[config.mk]
export PLATFORM = sky130hd
export DESIGN_NAME = spi_slave
export DESIGN_NICKNAME = d
export VERILOG_FILES = /design/src/rtl/spi_slave.sv
export SDC_FILE = /design/constraint.sdc
export NUM_CORES = 1
export LEC_CHECK = 0
export BUFFER_PORTS_ARGS = -buffer_cell sky130_fd_sc_hd__buf_2
export CAP_MARGIN = 20
export CELL_PAD_IN_SITES_DETAIL_PLACEMENT = 1
export CELL_PAD_IN_SITES_GLOBAL_PLACEMENT = 1
export CORE_MARGIN = 5
export CORE_UTILIZATION = 40
export DETAILED_ROUTE_END_ITERATION = 8
export HOLD_SLACK_MARGIN = 0.1
export PLACE_DENSITY = 0.73
export SLEW_MARGIN = 25
export SYNTH_ARGS = -nofsm -noshare
export SYNTH_HDL_FRONTEND = slang
export SYNTH_SLANG_ARGS = --single-unit
[constraint.sdc]
create_clock -name clk -period 4.6 [get_ports clk]
set_input_delay 1.15 -clock clk [delete_from_list [all_inputs] [get_ports clk]]
set_output_delay 1.15 -clock clk [all_outputs]
set_load 0.05 [all_outputs]
[src/rtl/spi_slave.sv]
// SPI mode-0 slave with 16-bit LSB-first words, rx/tx ready-valid handshakes and 2-flop input sync.
// Optional build macro SPI_SLAVE_DROP_IDLE_EN: discard received 16'hFFFF words (master idle fill).
//
// state | meaning
// IDLE  | ss high, miso parked at 1, waiting for ss falling edge
// SHIFT | frame active, shifting on synchronized sck edges
// DONE  | 16 bits received, further sck edges ignored until ss rises
module spi_slave (
  input  logic        clk,
  input  logic        reset_n,
  input  logic        ss,
  input  logic        sck,
  input  logic        mosi,
  output logic        miso,
  output logic [15:0] rx_data,
  output logic        rx_valid,
  input  logic        rx_ready,
  output logic        rx_overrun,
  input  logic [15:0] tx_data,
  input  logic        tx_valid,
  output logic        tx_ready,
  output logic        tx_underrun,
  output logic        busy
);

  typedef enum logic [1:0] {
    IDLE  = 2'd0,
    SHIFT = 2'd1,
    DONE  = 2'd2
  } state_e;

  state_e      state_q, state_d;

  logic        ss_s1_q, ss_s2_q, ss_prev_q;
  logic        sck_s1_q, sck_s2_q, sck_prev_q;
  logic        mosi_s1_q, mosi_s2_q;

  logic [4:0]  bit_cnt_q, bit_cnt_d;
  logic [15:0] rx_sh_q, rx_sh_d;
  logic [15:0] tx_sh_q, tx_sh_d;
  logic        load_q, load_d;
  logic [15:0] hold_q, hold_d;
  logic        held_q, held_d;
  logic        inflight_q, inflight_d;
  logic [15:0] rx_data_q, rx_data_d;
  logic        rx_valid_q, rx_valid_d;
  logic        rx_overrun_q, rx_overrun_d;
  logic        tx_underrun_q, tx_underrun_d;

  logic        ss_fall, sck_rise, sck_fall, keep_word;

  assign ss_fall  = !ss_s2_q && ss_prev_q;
  assign sck_rise = sck_s2_q && !sck_prev_q;
  assign sck_fall = !sck_s2_q && sck_prev_q;

`ifdef SPI_SLAVE_DROP_IDLE_EN
  assign keep_word = (rx_sh_q != 16'hFFFF);
`else
  assign keep_word = 1'b1;
`endif

  // Synchronizers park at the idle bus levels so reset never looks like an edge.
  always_ff @(posedge clk or negedge reset_n) begin
    if (!reset_n) begin
      ss_s1_q    <= 1'b1;
      ss_s2_q    <= 1'b1;
      ss_prev_q  <= 1'b1;
      sck_s1_q   <= 1'b0;
      sck_s2_q   <= 1'b0;
      sck_prev_q <= 1'b0;
      mosi_s1_q  <= 1'b1;
      mosi_s2_q  <= 1'b1;
    end else begin
      ss_s1_q    <= ss;
      ss_s2_q    <= ss_s1_q;
      ss_prev_q  <= ss_s2_q;
      sck_s1_q   <= sck;
      sck_s2_q   <= sck_s1_q;
      sck_prev_q <= sck_s2_q;
      mosi_s1_q  <= mosi;
      mosi_s2_q  <= mosi_s1_q;
    end
  end

  always_ff @(posedge clk or negedge reset_n) begin
    if (!reset_n) begin
      state_q       <= IDLE;
      bit_cnt_q     <= 5'd0;
      rx_sh_q       <= 16'h0000;
      tx_sh_q       <= 16'hFFFF;
      load_q        <= 1'b0;
      hold_q        <= 16'h0000;
      held_q        <= 1'b0;
      inflight_q    <= 1'b0;
      rx_data_q     <= 16'h0000;
      rx_valid_q    <= 1'b0;
      rx_overrun_q  <= 1'b0;
      tx_underrun_q <= 1'b0;
    end else begin
      state_q       <= state_d;
      bit_cnt_q     <= bit_cnt_d;
      rx_sh_q       <= rx_sh_d;
      tx_sh_q       <= tx_sh_d;
      load_q        <= load_d;
      hold_q        <= hold_d;
      held_q        <= held_d;
      inflight_q    <= inflight_d;
      rx_data_q     <= rx_data_d;
      rx_valid_q    <= rx_valid_d;
      rx_overrun_q  <= rx_overrun_d;
      tx_underrun_q <= tx_underrun_d;
    end
  end

  always_comb begin
    state_d       = state_q;
    bit_cnt_d     = bit_cnt_q;
    rx_sh_d       = rx_sh_q;
    tx_sh_d       = tx_sh_q;
    load_d        = 1'b0;
    hold_d        = hold_q;
    held_d        = held_q;
    inflight_d    = inflight_q;
    rx_data_d     = rx_data_q;
    rx_valid_d    = rx_valid_q;
    rx_overrun_d  = rx_overrun_q;
    tx_underrun_d = 1'b0;

    if (tx_valid && !held_q) begin
      hold_d = tx_data;
      held_d = 1'b1;
    end

    case (state_q)
      IDLE: begin
        if (ss_fall) begin
          state_d   = SHIFT;
          bit_cnt_d = 5'd0;
          if (held_q) begin
            tx_sh_d    = hold_q;
            inflight_d = 1'b1;
          end else begin
            tx_sh_d       = 16'hFFFF;
            tx_underrun_d = 1'b1;
          end
        end
      end
      SHIFT: begin
        // Abort keeps the held word so it is resent in the next frame.
        if (ss_s2_q) begin
          state_d    = IDLE;
          inflight_d = 1'b0;
        end else if (sck_rise) begin
          rx_sh_d   = {mosi_s2_q, rx_sh_q[15:1]};
          bit_cnt_d = bit_cnt_q + 5'd1;
          if (bit_cnt_q == 5'd15) begin
            state_d = DONE;
            load_d  = 1'b1;
          end
        end else if (sck_fall) begin
          tx_sh_d = {1'b1, tx_sh_q[15:1]};
        end
      end
      DONE: begin
        if (ss_s2_q) state_d = IDLE;
      end
      default: state_d = IDLE;
    endcase

    if (load_q && keep_word) begin
      rx_data_d  = rx_sh_q;
      rx_valid_d = 1'b1;
      if (rx_valid_q && !rx_ready) rx_overrun_d = 1'b1;
    end else if (rx_valid_q && rx_ready) begin
      rx_valid_d = 1'b0;
    end

    if (load_q && inflight_q) begin
      held_d     = 1'b0;
      inflight_d = 1'b0;
    end
  end

  assign miso        = (state_q == IDLE) ? 1'b1 : tx_sh_q[0];
  assign rx_data     = rx_data_q;
  assign rx_valid    = rx_valid_q;
  assign rx_overrun  = rx_overrun_q;
  assign tx_ready    = !held_q;
  assign tx_underrun = tx_underrun_q;
  assign busy        = (state_q != IDLE);

endmodule
## Word-level counts from Yosys, hierarchy flattened

Index checks and enable logic that the tools add are counted.
W data, S select, Z words.

| storage, ports and cells | value |
|---|---|
| ROM bits | 0 |
| output and inout port bits | 22 |
| register bits | 85 |
| RAM bits | 0 |
| bits in latches | 0 |
| word-level logic and storage cells | 93 |
| input bits | 23 |
| memories | 0 |

| operators by class | value |
|---|---|
| shift-type cells | 0 |
| multipliers | 0 |
| reduce and logical (&&, ||, !) cells | 24 |
| multiplexer cells | 33 |
| $lt $le $gt $ge | 0 |
| eq/ne operators | 14 |
| divide/modulo/power cells | 0 |
| add/subtract/negate cells | 1 |
| bitwise gates (word level) | 1 |

Operators with widths:

| operator | count |
|---|---|
| $mux W16 | 5 |
| $pmux W16 S2 | 1 |
| $mux W1 | 16 |
| $mux W5 | 3 |
| $ne A3 B3 Y1 const B | 5 |
| $ne A2 B2 Y1 const B | 6 |
| $reduce_and A4 Y1 | 3 |
| $mux W2 | 5 |
| $pmux W5 S2 | 1 |
| $reduce_bool A2 Y1 | 4 |
| $logic_and A1 B1 Y1 | 7 |
| $pmux W2 S3 | 1 |
| $add A5 B1 Y5 const B | 1 |
| $eq A5 B4 Y1 const B | 1 |
| $logic_not A1 Y1 | 5 |
| $reduce_and A5 Y1 | 1 |
| $reduce_and A3 Y1 | 1 |
| $reduce_bool A3 Y1 | 1 |
| $eq A2 B1 Y1 const B | 1 |
| $eq A2 B2 Y1 const B | 1 |
| $logic_not A2 Y1 | 1 |
| $pmux W1 S2 | 1 |
| $reduce_and A2 Y1 | 1 |
| $not A1 Y1 | 1 |

## Longest topological paths before layout

Gate-level depths: netlist of run 1.

| depth | value |
|---|---|
| depth after elaboration | 6 |
| mapped depth | 6 |
| mapped depth without buffers | 6 |

## Least setup slack after synthesis of run 1

Ideal clock, no wire load.

| path | value |
|---|---|
| path kind | reg-to-output |
| from | register state_q[0] |
| to | output miso |
| setup slack | 2168 ps |
| arrival | 1282 ps |
| stages on the path, launching flop included | 3 |
| required time | 3450 ps |
| buffers on the path | 0 |
| cells stage by stage | dfrtp_1 or2_2 nand2b_1 |

| on the way | value |
|---|---|
| word-level cells in the longest chain between the ends | 2 |

RTL lines:

| what | line | text |
|---|---|---|
| start, declared | 32 | `state_e state_q, state_d;` |
| start signal, assigned | 100 | `state_q <= state_d;` |
| $logic_not A2 Y1 | 184 | `assign miso = (state_q == IDLE) ? 1'b1 : tx_sh_q[0];` |
| $mux W1 | 184 |  |
| end, declared | 14 | `output logic miso,` |

Every way passes these cells.

## Worst setup path after layout of run 1

Ends and elaborated chain as after synthesis.

==> results of run 1 <==
[how the worst max path moves through the flow]
stage / from / to / slack, ns
final: state_q[0]$_DFFE_PN0P_ / miso / 1.97
after floorplan: state_q[0]$_DFFE_PN0P_ / miso / 2.17
after global placement: held_q$_DFFE_PN0P_ / tx_ready / 2.34
after CTS: held_q$_DFFE_PN0P_ / tx_ready / 1.90
after detailed placement: held_q$_DFFE_PN0P_ / tx_ready / 2.30
after global routing: held_q$_DFFE_PN0P_ / tx_ready / 1.80
[flip-flops by register name, summed over array words and instances (netlist names), 2 cells and up]
signal     flops
tx_sh_q       16
hold_q        16
state_q        2
rx_data       16
rx_sh_q       16
bit_cnt_q      5
[layout make-up]
type | instances | area, sq um | share of cell area
multi-input combinational | 137 | 1280 | 0.314
timing repair buffer | 46 | 241 | 0.0591
sequential | 85 | 2150 | 0.527
inverter | 13 | 48.8 | 0.0120
clock inverter | 6 | 86.3 | 0.0211
tap | 108 | 135 | 0.0331
clock buffer | 10 | 138 | 0.0337
[worst max-delay path: stages, from the launching register on]
cell	delay (ns)
sky130_fd_sc_hd__dfrtp_1	0.44
sky130_fd_sc_hd__or2_2	0.36
sky130_fd_sc_hd__nand2b_1	0.08
sky130_fd_sc_hd__buf_2	0.25
[metal layers]
layer | routed length (microns) | up-vias
li1 | - | 945
met1 | 2860 | 1026
met2 | 2990 | 27
met3 | 181 | 9
met4 | 101 | 0
met5 | 0 | -
[power groups by stage]
stage	clock network, uW	registers [uW]	logic [uW]
after floorplan	0	907	142
after global placement	0	920	179
after detailed placement	0	925	188
after CTS	596	911	189
after global routing	633	920	208
final	575	909	184
[through the flow]
step           power, uW  hold WS [ns]  setup WS (ns)
2_1_floorplan       1050         0.331           2.17
3_3_place_gp        1100         0.343           2.34
3_5_place_dp        1110         0.339           2.30
4_1_cts             1700         0.359           1.90
5_1_grt             1760         0.367           1.80
6_report            1670         0.356           1.97
[cell families after synthesis]
| group | share of synthesized area |
|---|---|
| AO/OA/AOI/OAI | 0.0286 |
| multiplexers | 0.253 |
| AND/OR/NAND/NOR | 0.0700 |
| buffers and inverters | 0.0304 |
| flip-flops | 0.608 |
| XOR/XNOR | 0.00247 |
| adder cells (fa/ha/maj) | 0.00707 |
[cells in the mapped netlist, types with 2 or more instances]
cell type / count / area [sq um]
sky130_fd_sc_hd__buf_6: 2 / 22.5
sky130_fd_sc_hd__a21oi_1: 4 / 20.0
sky130_fd_sc_hd__nand2b_1: 15 / 93.8
sky130_fd_sc_hd__clkbuf_1: 3 / 11.3
sky130_fd_sc_hd__dfstp_2: 21 / 552
sky130_fd_sc_hd__mux2i_1: 21 / 210
sky130_fd_sc_hd__nor2_1: 2 / 7.51
sky130_fd_sc_hd__ha_1: 2 / 25.0
sky130_fd_sc_hd__a21o_1: 2 / 15.0
sky130_fd_sc_hd__nor2b_1: 9 / 56.3
sky130_fd_sc_hd__mux2_1: 7 / 78.8
sky130_fd_sc_hd__nand3b_1: 2 / 15.0
sky130_fd_sc_hd__inv_1: 13 / 48.8
sky130_fd_sc_hd__dfrtp_1: 64 / 1600
sky130_fd_sc_hd__buf_4: 2 / 15.0
sky130_fd_sc_hd__or3_1: 2 / 12.5
sky130_fd_sc_hd__or2_2: 2 / 12.5
sky130_fd_sc_hd__buf_2: 2 / 10.0
sky130_fd_sc_hd__mux2_2: 54 / 608
==> impl_summary.txt, run 1 <==
----------------------------------------------------
[Power and ir drop]
  Power density relative to cell area ... 409 mW/mm^2
  Net switching power of the design ... 388 uW
  Internal ... 1280 uW
  Highest ir drop seen on vdd ... 236 uV
  Net Sw Frac ... 0.233
  Sequential group share of total power ... 0.545
  Combinational Power Share ... 0.110
  Static leakage ... 0.00204 uW
  Clock Power Share ... 0.345

[Hold path]
  Terminating pin of the worst hold path ... sck_s2_q$_DFF_PN0_
  Hold crit path type ... flip-flop to flip-flop
  Min-Delay Startpoint ... sck_s1_q$_DFF_PN0_
  Hold Path Depth ... 0

[Timing]
  Final hold violation count ... 0
  Final setup viols ... 0
  Worst clock skew ... 0.00921 ns
  Transition time of the tightest slew-check pin ... 0.866 ns
  Final number of max-transition violations ... 0
  Fraction of the cycle the final worst path needs ... 0.571
  Post-route minimum period ... 2.63 ns
  Max transition margin ... 0.421
  RSZ-0062 raised after global routing ... false
  Highest clock frequency the design can meet ... 380 MHz
  Total negative setup slack ... 0 ns

[Clocking]
  Later-pin clock latency in the skew report ... 0.35 ns
  Clock transition at the register clock pins on the worst setup and hold paths after CTS ... 0.09 ns
  Count of instances resized after the clock tree is built ... 0
  Buffer count from post-CTS setup fixing ... 0
  TritonCTS buffer count ... 9
  Hold Buf Count CTS ... 0
  Root buffer cell ... sky130_fd_sc_hd__clkbuf_8
  TritonCTS clock tree ... yes
  H-tree depth reported by CTS ... 3
  # clock sinks ... 85
  CTS max path bufs ... 2

[Finish]
  Post-synthesis to final-layout area growth ... 15.3%
  Diodes inserted ... 0
  Most common cell after layout, fill and taps aside ... sky130_fd_sc_hd__dfrtp_1
  Utilization of the core after routing ... 0.470
  Filler instances ... 922
  Final Non-Filler Cells ... 405
  Final std cell area, no fill ... 0.00408 sq mm
  Fraction of final layout cells sized beyond drive strength 1 ... 0.478
  Net count of the finished layout ... 317
  Most used cells in the layout excluding fill and tap cells ... 64 x sky130_fd_sc_hd__dfrtp_1, 54 x sky130_fd_sc_hd__mux2_2, 43 x sky130_fd_sc_hd__buf_2

[Placed design]
  Cell total after placement ... 389
  Sum of net half-perimeters after detailed placement ... 4160 microns
  Buffers on Ports ... 44
  Area after detailed placement ... 0.00385 sq mm
  Gpl congestion ... 0.706

[Global routing]
  Pin count of the biggest net entering global routing ... 86
  Residual overflow from global routing ... 0
  Number of global-route vias before repair ... 2227
  Met1 usage in global routing ... 0.162
  Met3 global-route usage ... 0.0304
  Wire length of the first global-routing pass ... 10900 microns
  Number of antenna violations at the first check in global routing ... 0
  Busiest metal layer after global routing ... met2
  Met2 capacity usage during global routing ... 0.189
  Overall routing resource usage ... 0.121

[Floorplanning]
  Core ar. ... 0.00868 sq mm
  Initial core utilization ... 0.408
  Die span in y ... 104 microns
  Std-Cell Rows ... 34
  X dimension of the die ... 104 microns
  Total I/O pin count ... 45
  Area of the die ... 0.0108 sq mm

[Logic synthesis]
  Post-synthesis async set-or-reset flop share ... 1.00
  Most frequently used flop master after synthesis ... sky130_fd_sc_hd__dfrtp_1
  Unique cell type count in the Yosys netlist ... 34
  Count of flip-flops with a built-in enable after synthesis ... 0
  Total nets after synthesis ... 269
  Yosys Warn Count ... 0
  Synth Instances ... 244
  Syn Std Cell Area ... 0.00354 sq mm
  Count of state elements after synthesis ... 85
  Fraction of the yosys area taken by sequential cells ... 0.608
  Avg Cell Area, Syn ... 14.5 sq um

[Critical path]
  Critical path class ... flip-flop to primary output
  Worst EP arrival ... 1.48 ns
  RR Startpoint ... state_q[1]$_DFFE_PN0P_
  Cell depth of the worst flop-to-flop path ... 3
  Reg2Reg Setup Slack ... 2.71 ns
  Required time of the worst setup path ... 3.45 ns
  Kind of end point of the critical path ... primary output
  Reg2reg end ... rx_sh_q[3]$_DFFE_PN0P_
  Largest fanout on the critical path ... 8
  Critical Path Source Type ... flip-flop

[Drt]
  Initial drt markers ... 83
  Per-cell via count in the routed design ... 4.96
  Total via count in the routed design ... 2007
  Number of detailed-routing iterations run before antenna repair ... 4
  Post-route DRC ... 0
  Remaining antenna violation count ... 0
  Final routed wire length divided by cell count ... 15.2 microns
  Final Routed Wirelength ... 6140 microns

[Status]
  Status ... finished, final reports clean

[Flow run]
  Max Cap Viol ... 0

----------------------------------------------------
(Power assumes the default switching activity.)
==> run 2: changes to the inputs <==
==> constraint.sdc (replaced) <==
create_clock -name clk -period 2.75 [get_ports clk]
set_input_delay 0.6875 -clock clk [delete_from_list [all_inputs] [get_ports clk]]
set_output_delay 0.6875 -clock clk [all_outputs]
set_load 0.05 [all_outputs]
==> run 2 against run 1 <==
- worst setup slack worse by 1.4 ns
- count of clock-buffer cells in the layout is 2 higher
- clock skew is 0.0038 ns lower
- sequential power is 67% higher
- first-iteration DRC count is 65% lower
- die area stayed put
- power is 67% higher
- global-route usage is 0.43 points higher
- flip-flop and latch count stayed put
- combinational power is 70% higher
- register-to-register slack worse by 1.9 ns
- utilization is 0.29 points higher
- largest power group unchanged
==> impl_summary.txt, run 2 (synthesis results as in run 1) <==
----------------------------------------------------
[Status]
  Status ... finished, final reports clean

[Clocking]
  TritonCTS buffer count ... 9
  Clock transition at the register clock pins on the worst setup and hold paths after CTS ... 0.08 ns
  H-tree depth reported by CTS ... 3
  # clock sinks ... 85
  TritonCTS clock tree ... yes
  Count of instances resized after the clock tree is built ... 0
  Root buffer cell ... sky130_fd_sc_hd__clkbuf_8
  CTS max path bufs ... 2
  Later-pin clock latency in the skew report ... 0.34 ns
  Buffer count from post-CTS setup fixing ... 0
  Hold Buf Count CTS ... 0

[Timing]
  Transition time of the tightest slew-check pin ... 0.839 ns
  Max transition margin ... 0.440
  Post-route minimum period ... 2.17 ns
  Crit path setup slack, layout ... 0.581 ns
  Highest clock frequency the design can meet ... 461 MHz
  Fraction of the cycle the final worst path needs ... 0.789
  Hold Worst Slack ... 0.313 ns
  Final setup viols ... 0
  Total negative setup slack ... 0 ns
  Final hold violation count ... 0
  Final number of max-transition violations ... 0
  Worst clock skew ... 0.00543 ns
  RSZ-0062 raised after global routing ... false

[Drt]
  Number of detailed-routing iterations run before antenna repair ... 5
  Remaining antenna violation count ... 0
  Initial drt markers ... 29
  Final Routed Wirelength ... 6190 microns
  Total via count in the routed design ... 1997
  Final routed wire length divided by cell count ... 15.2 microns
  Post-route DRC ... 0
  Per-cell via count in the routed design ... 4.89

[Global routing]
  Number of antenna violations at the first check in global routing ... 0
  Number of global-route vias before repair ... 2270
  Overall routing resource usage ... 0.126
  Wire length of the first global-routing pass ... 11300 microns
  Residual overflow from global routing ... 0
  Pin count of the biggest net entering global routing ... 48

[Finish]
  Most used cells in the layout excluding fill and tap cells ... 64 x sky130_fd_sc_hd__dfrtp_1, 54 x sky130_fd_sc_hd__mux2_2, 43 x sky130_fd_sc_hd__buf_2
  Post-synthesis to final-layout area growth ... 16.0%
  Most common cell after layout, fill and taps aside ... sky130_fd_sc_hd__dfrtp_1
  Diodes inserted ... 0
  Fraction of final layout cells sized beyond drive strength 1 ... 0.477
  Utilization of the core after routing ... 0.473
  Net count of the finished layout ... 320

[Critical path]
  Slowest stage delay, CP ... 0.45 ns
  Cell depth of the worst flop-to-flop path ... 4
  Worst EP arrival ... 1.48 ns
  Largest fanout on the critical path ... 8
  Kind of end point of the critical path ... primary output
  Family with the most delay on the worst path ... flip-flops
  Required time of the worst setup path ... 2.06 ns
  Reg2reg end ... tx_sh_q[13]$_DFFE_PN1P_
  Critical path class ... flip-flop to primary output
  Slowest stage cell on the critical path ... sky130_fd_sc_hd__dfrtp_1
  Critical Path Source Type ... flip-flop
  Buffers plus inverters on the worst setup path ... 1
  Critical-path cell list ... or2_2, nand2b_1, buf_2
  RR Startpoint ... state_q[0]$_DFFE_PN0P_
  Reg2Reg Setup Slack ... 0.79 ns

[Floorplanning]
  Total I/O pin count ... 45
  Initial core utilization ... 0.408
  Std-Cell Rows ... 34
  Core ar. ... 0.00868 sq mm
  Die span in y ... 104 microns
  X dimension of the die ... 104 microns
  Area of the die ... 0.0108 sq mm

[Placed design]
  Sum of net half-perimeters after detailed placement ... 4350 microns
  Buffers on Ports ... 44
  Gpl congestion ... 0.696
  Worst Setup Slack post-DPL ... 0.805 ns

[Hold path]
  Hold crit path type ... input pin to asynchronous set/reset pin

[Power and ir drop]
  Static leakage ... 0.00205 uW
  Highest ir drop seen on vdd ... 328 uV
  Power density relative to cell area ... 679 mW/mm^2

[Flow run]
  Max Cap Viol ... 0

----------------------------------------------------
run 2: changes by cell type in the layout (fill, tap and decap cells not counted), sizes merged:
cell,before,now
clkbuf,10,12
clkinv,3,1
buf,46,49
run 2: worst max path at each step:
| stage | start | endpoint | slack, ns | depth (start not counted) |
|---|---|---|---|---|
| 2_1_floorplan | state_q[0]$_DFFE_PN0P_ | miso | 0.78 | 2 |
| 3_3_place_gp | state_q[0]$_DFFE_PN0P_ | tx_sh_q[14]$_DFFE_PN1P_ | 0.85 | 4 |
| 3_5_place_dp | state_q[0]$_DFFE_PN0P_ | tx_sh_q[14]$_DFFE_PN1P_ | 0.81 | 4 |
| 5_1_grt | state_q[0]$_DFFE_PN0P_ | miso | 0.51 | 3 |
| 4_1_cts | state_q[0]$_DFFE_PN0P_ | miso | 0.56 | 3 |
| 6_report | state_q[0]$_DFFE_PN0P_ | miso | 0.58 | 3 |
run 2: power breakdown:
part | switching [uW] | total (uW) | internal (uW)
sequential | 72.6 | 1520 | 1450
clock | 419 | 955 | 536
combinational | 150 | 313 | 163
run 2: layer usage:
metal  global-route usage  part of all wire
met1                0.168              0.46
met3               0.0360             0.030
met4               0.0444             0.016
met2                0.195              0.49
met5                    0                 0
run 2: layout make-up:
class / count / area, sq um
multi-input combinational: 137 / 1280
sequential: 85 / 2150
clock inverter: 4 / 72.6
clock buffer: 12 / 145
tap: 108 / 135
timing repair buffer: 49 / 273
inverter: 13 / 48.8
fill: 920 / 4570
run 2: worst register-to-register path: stages, from the launching register on:
cell                       delay (ns)
sky130_fd_sc_hd__dfrtp_1         0.45
sky130_fd_sc_hd__nand2b_1        0.51
sky130_fd_sc_hd__buf_4           0.33
sky130_fd_sc_hd__mux2_2          0.35
sky130_fd_sc_hd__mux2_2          0.26
run 2: stage by stage:
stage / instance area [sq um] / std cells / total power, uW
final: 4110 / 408 / 2790
after global routing: 4110 / 408 / 2950
after CTS: 4110 / 408 / 2830
after detailed placement: 3890 / 392 / 1860
after global placement: 3890 / 392 / 1840
after floorplan: 3540 / 244 / 1750
